### config.mk
export PLATFORM = sky130hd
export DESIGN_NAME = wallace_mult_arbiter
export DESIGN_NICKNAME = d
export VERILOG_FILES = /design/src/rtl/wallace_mult_arbiter.sv
export SDC_FILE = /design/constraint.sdc
export NUM_CORES = 1
export LEC_CHECK = 0
export ABC_AREA = 1
export CELL_PAD_IN_SITES_DETAIL_PLACEMENT = 0
export CELL_PAD_IN_SITES_GLOBAL_PLACEMENT = 1
export CORE_MARGIN = 8
export CORE_UTILIZATION = 30
export DETAILED_ROUTE_END_ITERATION = 6
export GPL_TIMING_DRIVEN = 0
export PLACE_DENSITY_LB_ADDON = 0.25
export SETUP_SLACK_MARGIN = 0.1
export SLEW_MARGIN = 25
export SYNTH_ARGS = -nofsm -noshare
export SYNTH_HDL_FRONTEND = slang
export SYNTH_SLANG_ARGS = --single-unit
### constraint.sdc
create_clock -name clk -period 5.1 [get_ports clk]
set_input_delay 1.53 -clock clk [delete_from_list [all_inputs] [get_ports clk]]
set_output_delay 1.53 -clock clk [all_outputs]
set_load 0.05 [all_outputs]
### src/rtl/wallace_mult_arbiter.sv
// rtl/wallace_mult_arbiter.sv - round-robin sharing of one pipelined 8x8 multiplier
//
// Purpose: N_REQ requesters compete for one external pipelined multiplier.
//   A round-robin arbiter issues at most one operand pair per cycle. A tag pipe
//   carries the requester id through the multiplier latency. Results return in
//   issue order through a credit-protected response FIFO.
// Ports:
//   clk, rst             clock (rising edge), asynchronous active-low reset
//   req_valid/req_ready  per-requester handshake (ready is one-hot or zero)
//   req_a, req_b         packed unsigned 8-bit operands, requester i at [8i+7:8i]
//   mul_a, mul_b         registered operands to the external multiplier
//   mul_product          product from the multiplier output register
//   rsp_valid/rsp_ready  response handshake
//   rsp_data, rsp_id     product and requester index at the FIFO head
//   perf_issue_cnt       (MULT_ARB_PERF_EN) saturating issue counter
//   perf_stall_cnt       (MULT_ARB_PERF_EN) saturating no-credit stall counter
// Optional feature macro: MULT_ARB_PERF_EN
module wallace_mult_arbiter #(
  parameter int N_REQ        = 4,
  parameter int MULT_LATENCY = 3,
  parameter int RESP_DEPTH   = 4
) (
  input  logic                       clk,
  input  logic                       rst,
  input  logic [N_REQ-1:0]           req_valid,
  output logic [N_REQ-1:0]           req_ready,
  input  logic [8*N_REQ-1:0]         req_a,
  input  logic [8*N_REQ-1:0]         req_b,
  output logic [7:0]                 mul_a,
  output logic [7:0]                 mul_b,
  input  logic [15:0]                mul_product,
  output logic                       rsp_valid,
  input  logic                       rsp_ready,
  output logic [15:0]                rsp_data,
  output logic [$clog2(N_REQ)-1:0]   rsp_id
`ifdef MULT_ARB_PERF_EN
  ,
  output logic [31:0]                perf_issue_cnt,
  output logic [31:0]                perf_stall_cnt
`endif
);

  localparam int ID_W  = $clog2(N_REQ);
  localparam int PTR_W = $clog2(RESP_DEPTH);
  localparam int CNT_W = PTR_W + 1;
  // One tag register per edge between issue and the cycle in which the tail
  // lines up with mul_product.
  localparam int STG   = MULT_LATENCY + 1;
  localparam int OCC_W = $clog2(RESP_DEPTH + MULT_LATENCY + 3) + 1;

  logic [ID_W-1:0]  r_rr_ptr;
  logic [7:0]       r_mul_a;
  logic [7:0]       r_mul_b;
  logic [STG-1:0]   r_tag_v;
  logic [ID_W-1:0]  r_tag_id [STG];

  logic [15:0]      r_mem_d  [RESP_DEPTH];
  logic [ID_W-1:0]  r_mem_id [RESP_DEPTH];
  logic [PTR_W-1:0] r_wr_ptr;
  logic [PTR_W-1:0] r_rd_ptr;
  logic [CNT_W-1:0] r_count;

  logic             w_any;
  logic [ID_W-1:0]  w_grant;
  logic [OCC_W-1:0] w_inflight;
  logic [OCC_W-1:0] w_used;
  logic             w_credit_ok;
  logic             w_issue;
  logic             w_push;
  logic             w_pop;
  logic [N_REQ-1:0] w_ready;

  // Scan from rr_ptr upward; iterating downward lets the lowest offset win.
  always_comb begin
    w_any   = 1'b0;
    w_grant = '0;
    for (int k = N_REQ - 1; k >= 0; k--) begin
      if (req_valid[(int'(r_rr_ptr) + k) % N_REQ]) begin
        w_any   = 1'b1;
        w_grant = ID_W'((int'(r_rr_ptr) + k) % N_REQ);
      end
    end
  end

  // Every valid tag will land in the FIFO, so all of them consume credit.
  always_comb begin
    w_inflight = '0;
    for (int s = 0; s < STG; s++) begin
      w_inflight = w_inflight + OCC_W'(r_tag_v[s]);
    end
  end

  assign rsp_valid = (r_count != '0);
  assign w_pop     = rsp_valid & rsp_ready;
  assign w_push    = r_tag_v[STG-1];
  assign w_used    = OCC_W'(r_count) + w_inflight;
  // A pop this cycle frees its entry at the same edge a new issue enters.
  assign w_credit_ok = (w_used < (OCC_W'(RESP_DEPTH) + OCC_W'(w_pop)));
  assign w_issue     = w_any & w_credit_ok & rst;

  always_comb begin
    w_ready = '0;
    if (w_issue) begin
      w_ready[w_grant] = 1'b1;
    end
  end

  assign req_ready = w_ready;
  assign mul_a     = r_mul_a;
  assign mul_b     = r_mul_b;
  assign rsp_data  = r_mem_d[r_rd_ptr];
  assign rsp_id    = r_mem_id[r_rd_ptr];

  always_ff @(posedge clk or negedge rst) begin
    if (!rst) begin
      r_rr_ptr <= '0;
      r_mul_a  <= '0;
      r_mul_b  <= '0;
      r_tag_v  <= '0;
      for (int s = 0; s < STG; s++) begin
        r_tag_id[s] <= '0;
      end
    end else begin
      r_tag_v     <= {r_tag_v[STG-2:0], w_issue};
      r_tag_id[0] <= w_grant;
      for (int s = 1; s < STG; s++) begin
        r_tag_id[s] <= r_tag_id[s-1];
      end
      if (w_issue) begin
        r_mul_a  <= req_a[8*w_grant +: 8];
        r_mul_b  <= req_b[8*w_grant +: 8];
        r_rr_ptr <= (w_grant == ID_W'(N_REQ - 1)) ? '0 : w_grant + 1'b1;
      end else begin
        r_mul_a  <= '0;
        r_mul_b  <= '0;
      end
    end
  end

  always_ff @(posedge clk or negedge rst) begin
    if (!rst) begin
      r_wr_ptr <= '0;
      r_rd_ptr <= '0;
      r_count  <= '0;
      for (int e = 0; e < RESP_DEPTH; e++) begin
        r_mem_d[e]  <= '0;
        r_mem_id[e] <= '0;
      end
    end else begin
      if (w_push) begin
        r_mem_d[r_wr_ptr]  <= mul_product;
        r_mem_id[r_wr_ptr] <= r_tag_id[STG-1];
        r_wr_ptr           <= r_wr_ptr + 1'b1;
      end
      if (w_pop) begin
        r_rd_ptr <= r_rd_ptr + 1'b1;
      end
      case ({w_push, w_pop})
        2'b10:   r_count <= r_count + 1'b1;
        2'b01:   r_count <= r_count - 1'b1;
        default: r_count <= r_count;
      endcase
    end
  end

`ifndef SYNTHESIS
  a_no_overflow: assert property (@(posedge clk) disable iff (!rst)
    !(w_push && !w_pop && (r_count == CNT_W'(RESP_DEPTH))));
`endif

`ifdef MULT_ARB_PERF_EN
  logic [31:0] r_perf_issue;
  logic [31:0] r_perf_stall;
  logic        w_stall;

  assign w_stall = (|req_valid) & ~w_credit_ok;

  always_ff @(posedge clk or negedge rst) begin
    if (!rst) begin
      r_perf_issue <= '0;
      r_perf_stall <= '0;
    end else begin
      if (w_issue && (r_perf_issue != 32'hFFFF_FFFF)) begin
        r_perf_issue <= r_perf_issue + 32'd1;
      end
      if (w_stall && (r_perf_stall != 32'hFFFF_FFFF)) begin
        r_perf_stall <= r_perf_stall + 32'd1;
      end
    end
  end

  assign perf_issue_cnt = r_perf_issue;
  assign perf_stall_cnt = r_perf_stall;
`endif

endmodule

==> flow_metrics.tcl <==
set metrics [dict create \
    synthesis.area_um2 5470 \
    ys.flop_type "dfrtp_1" \
    setup_tns_ns 0 \
    drtAntennaViolNets 0 \
    final_cells 1054 \
    drc_errors 0 \
    startpoint "req_valid[0]" \
    cts_num_sinks 109 \
    hold_viol 0 \
    final_core_util_pct 41.5 \
    start_util_pct 30.5 \
    finalPower_w 0.00575 \
    synth_simple_gate_area_share_pct 24.7 \
    overflow 0 \
    netlist.area_leader.share_pct 49.8 \
    worst_clock_skew_ns 0.00967 \
    cts_buffer_depth 2 \
    yosysWarnings 0 \
    grt_pass1_vias 5259 \
    final_area_um2 7460 \
    worstPathMaxFanout 10 \
    fin_crit_sh_pct 96.0 \
    gp_congestion 0.887 \
    cp-endpoint "req_ready[0]" \
    tightest_slew_ns 0.677 \
    nNetsFinal 921 \
    finalSetupViolCount 0 \
    grt_pass1_wl_mm 27.5 \
    hp-class "reg2reg" \
    antenna_found_initial 0 \
    drt-initial-drc-count 281 \
    ir_drop_v 0.000370 \
    drive_above_1_share_pct 8.73 \
    cts_hold_buf 0 \
    maxSlewViolCount 0 \
    drv_cap 0 \
    timing.fmax_mhz 204 \
    clkTransAtPathRegs_ns 0.06 \
    synthAdderAreaFrac_pct 3.75 \
    syn_inst 677 \
    synth_seq_cells 109 \
    synth_compound_area_share_pct 13.0 \
    slew_headroom_pct 54.9 \
    yosysUniqueCellTypes 32 \
    vias 4955 \
    synth_mux_area_share_pct 0 \
    end_kind "output pin" \
    worst-setup-path-type "in2out" \
    rows 49 \
    ys_async_sr_fraction_pct 100 \
    critPathLaunchType "primary input" \
    cts-buffers-inserted 9 \
    cp.required_ns 3.57 \
    drt_first_pass_iters 5 \
    reg2reg_depth 11 \
    routed_wl_mm 17.0 \
    layout_min_cycle_time_ns 4.89 \
    multiInputGateArea_um2 2350 \
    outcome "completed" \
    via_per_inst 4.70 \
    die_area_um2 22800 \
    fillCellCount 1793 \
    post-place-cells 1032 \
    worstReg2RegEnd "mul_a[0]$_DFF_PN0_" \
    die_h_um 151 \
    hpwlAfterDp_mm 12.1 \
    die_w_um 151 \
    coreArea_um2 18000 \
    mostFrequentLayoutCells "nand2_1, clkdlybuf4s50_1, o21ai_0" \
    seq_area_um2 2730 \
    synthTopCellsByArea "dfrtp_1, nand2_1, o21ai_0" \
    rsz0062_at_grt "no" \
    synth_xor_area_share_pct 0.800 \
    root_buffer "clkbuf_16" \
    cts_tree "built" \
    leakage_nw 3.52 \
    port_buffers 125 \
    crit-reg2reg-launch "r_tag_v[0]$_DFF_PN0_" \
    yosys.area.top_type "dfrtp_1" \
    grt_max_degree 62 \
    synth_edf_count 0 \
    syn_to_final_growth_pct 36.2 \
    layout_commonest_cell "nand2_1" \
    insertion_delay_ns 0.35 \
    p_per_area_nw_per_um2 771 \
    synth.avg_cell_area_um2 8.09 \
    grt_use_total_pct 15.5 \
    synth_top_family_by_area "simple AND/OR/NAND/NOR gates" \
    yosysSeqAreaShare_pct 49.8 \
    diodes 0 \
    crit_arrival_ns 3.36 \
    htreeDepth 3 \
    r2r_slack_ns 2.00 \
    synthesis.nets 778 \
    place_area_um2 7040 \
    wl_per_cell_um 16.2 \
    io_pins 126 \
]
## power by group
group          switching [W]  total [W]  internal [W]
clock               0.000318   0.000714      0.000396
sequential          0.000202    0.00147       0.00127
combinational        0.00229    0.00357       0.00128
total                0.00281    0.00575       0.00294
## final cells by class
type	count	share of cell area, %
Inverter	61	3.10
Sequential cell	109	36.6
Timing Repair Buffer	132	18.0
Buffer	34	3.02
Clock buffer	11	3.26
Clock inverter	5	0.789
Multi-Input combinational cell	473	31.5
Tap cell	229	3.84
## state kept, by name (all words and copies together) (netlist names)
register  cells
r_mem_d      64
r_wr_ptr      2
mul_a         8
r_count       3
mul_b         8
r_tag_id      8
r_tag_v       4
r_mem_id      8
r_rd_ptr      2
r_rr_ptr      2
## critical path, cell delays in order
cell and delay [ns]:
clkdlybuf4s50_1 0.48, nand2_1 0.07, nand2_2 0.08, nand2_2 0.08, nand2_2 0.10, inv_2 0.05
nand2_4 0.07, nand2_4 0.07, nand2_8 0.09, nand2_8 0.08, buf_8 0.15, inv_2 0.07
ha_1 0.14, inv_1 0.05, nor2_2 0.09, buf_6 0.18
## through the flow
stage               hold slack [ns]  setup WS (ns)
finish                        0.348          0.206
global route                  0.355         0.0943
CTS                           0.349         0.0972
detailed placement            0.335         -0.628
global placement              0.333          -3.81
floorplan                     0.331          0.322
## cell usage after synthesis (3+ instances only)
cell / instances
nand2_2: 15
fa_1: 4
buf_6: 5
nand2_1: 162
nor2_1: 95
inv_2: 3
clkbuf_1: 22
buf_4: 3
ha_1: 10
o22ai_1: 18
dfrtp_1: 109
o21ai_0: 113
nand3_1: 38
xor2_1: 3
inv_1: 56
## layer usage
| metal | track usage [%] | share of wire, % |
|---|---|---|
| met1 | 18.1 | 42 |
| met2 | 25.9 | 48 |
| met3 | 6.57 | 9.1 |
| met4 | 3.27 | 0.88 |
| met5 | 0 | 0 |
## what timing repair did
| item | CTS | global route |
|---|---|---|
| hold endpoints to repair | 0 | 0 |
| setup buffers | 2 | 4 |
| pin swaps | 1 | 5 |
| resized for setup | 36 | 13 |
| setup endpoints to repair | 4 | 4 |
## cells by family after synthesis
family / Yosys count
simple gates: 318
fa+ha+maj: 14
flops: 109
compound gates: 136
xor+xnor: 5
buf+inv: 95
## worst min-delay path by stage
stage | startpoint | end | slack [ns] | cells past startpoint
after floorplan | r_tag_id[2]$_DFF_PN0_ | r_tag_id[0]$_DFF_PN0_ | 0.33 | 0
after global placement | r_tag_id[7]$_DFF_PN0_ | r_tag_id[5]$_DFF_PN0_ | 0.33 | 0
after detailed placement | r_tag_id[2]$_DFF_PN0_ | r_tag_id[0]$_DFF_PN0_ | 0.33 | 0
after CTS | r_tag_id[2]$_DFF_PN0_ | r_tag_id[0]$_DFF_PN0_ | 0.35 | 0
after global routing | r_tag_id[5]$_DFF_PN0_ | r_tag_id[3]$_DFF_PN0_ | 0.36 | 0
final | r_tag_id[2]$_DFF_PN0_ | r_tag_id[0]$_DFF_PN0_ | 0.35 | 0
Note: power is estimated with default switching activity, not from simulation.
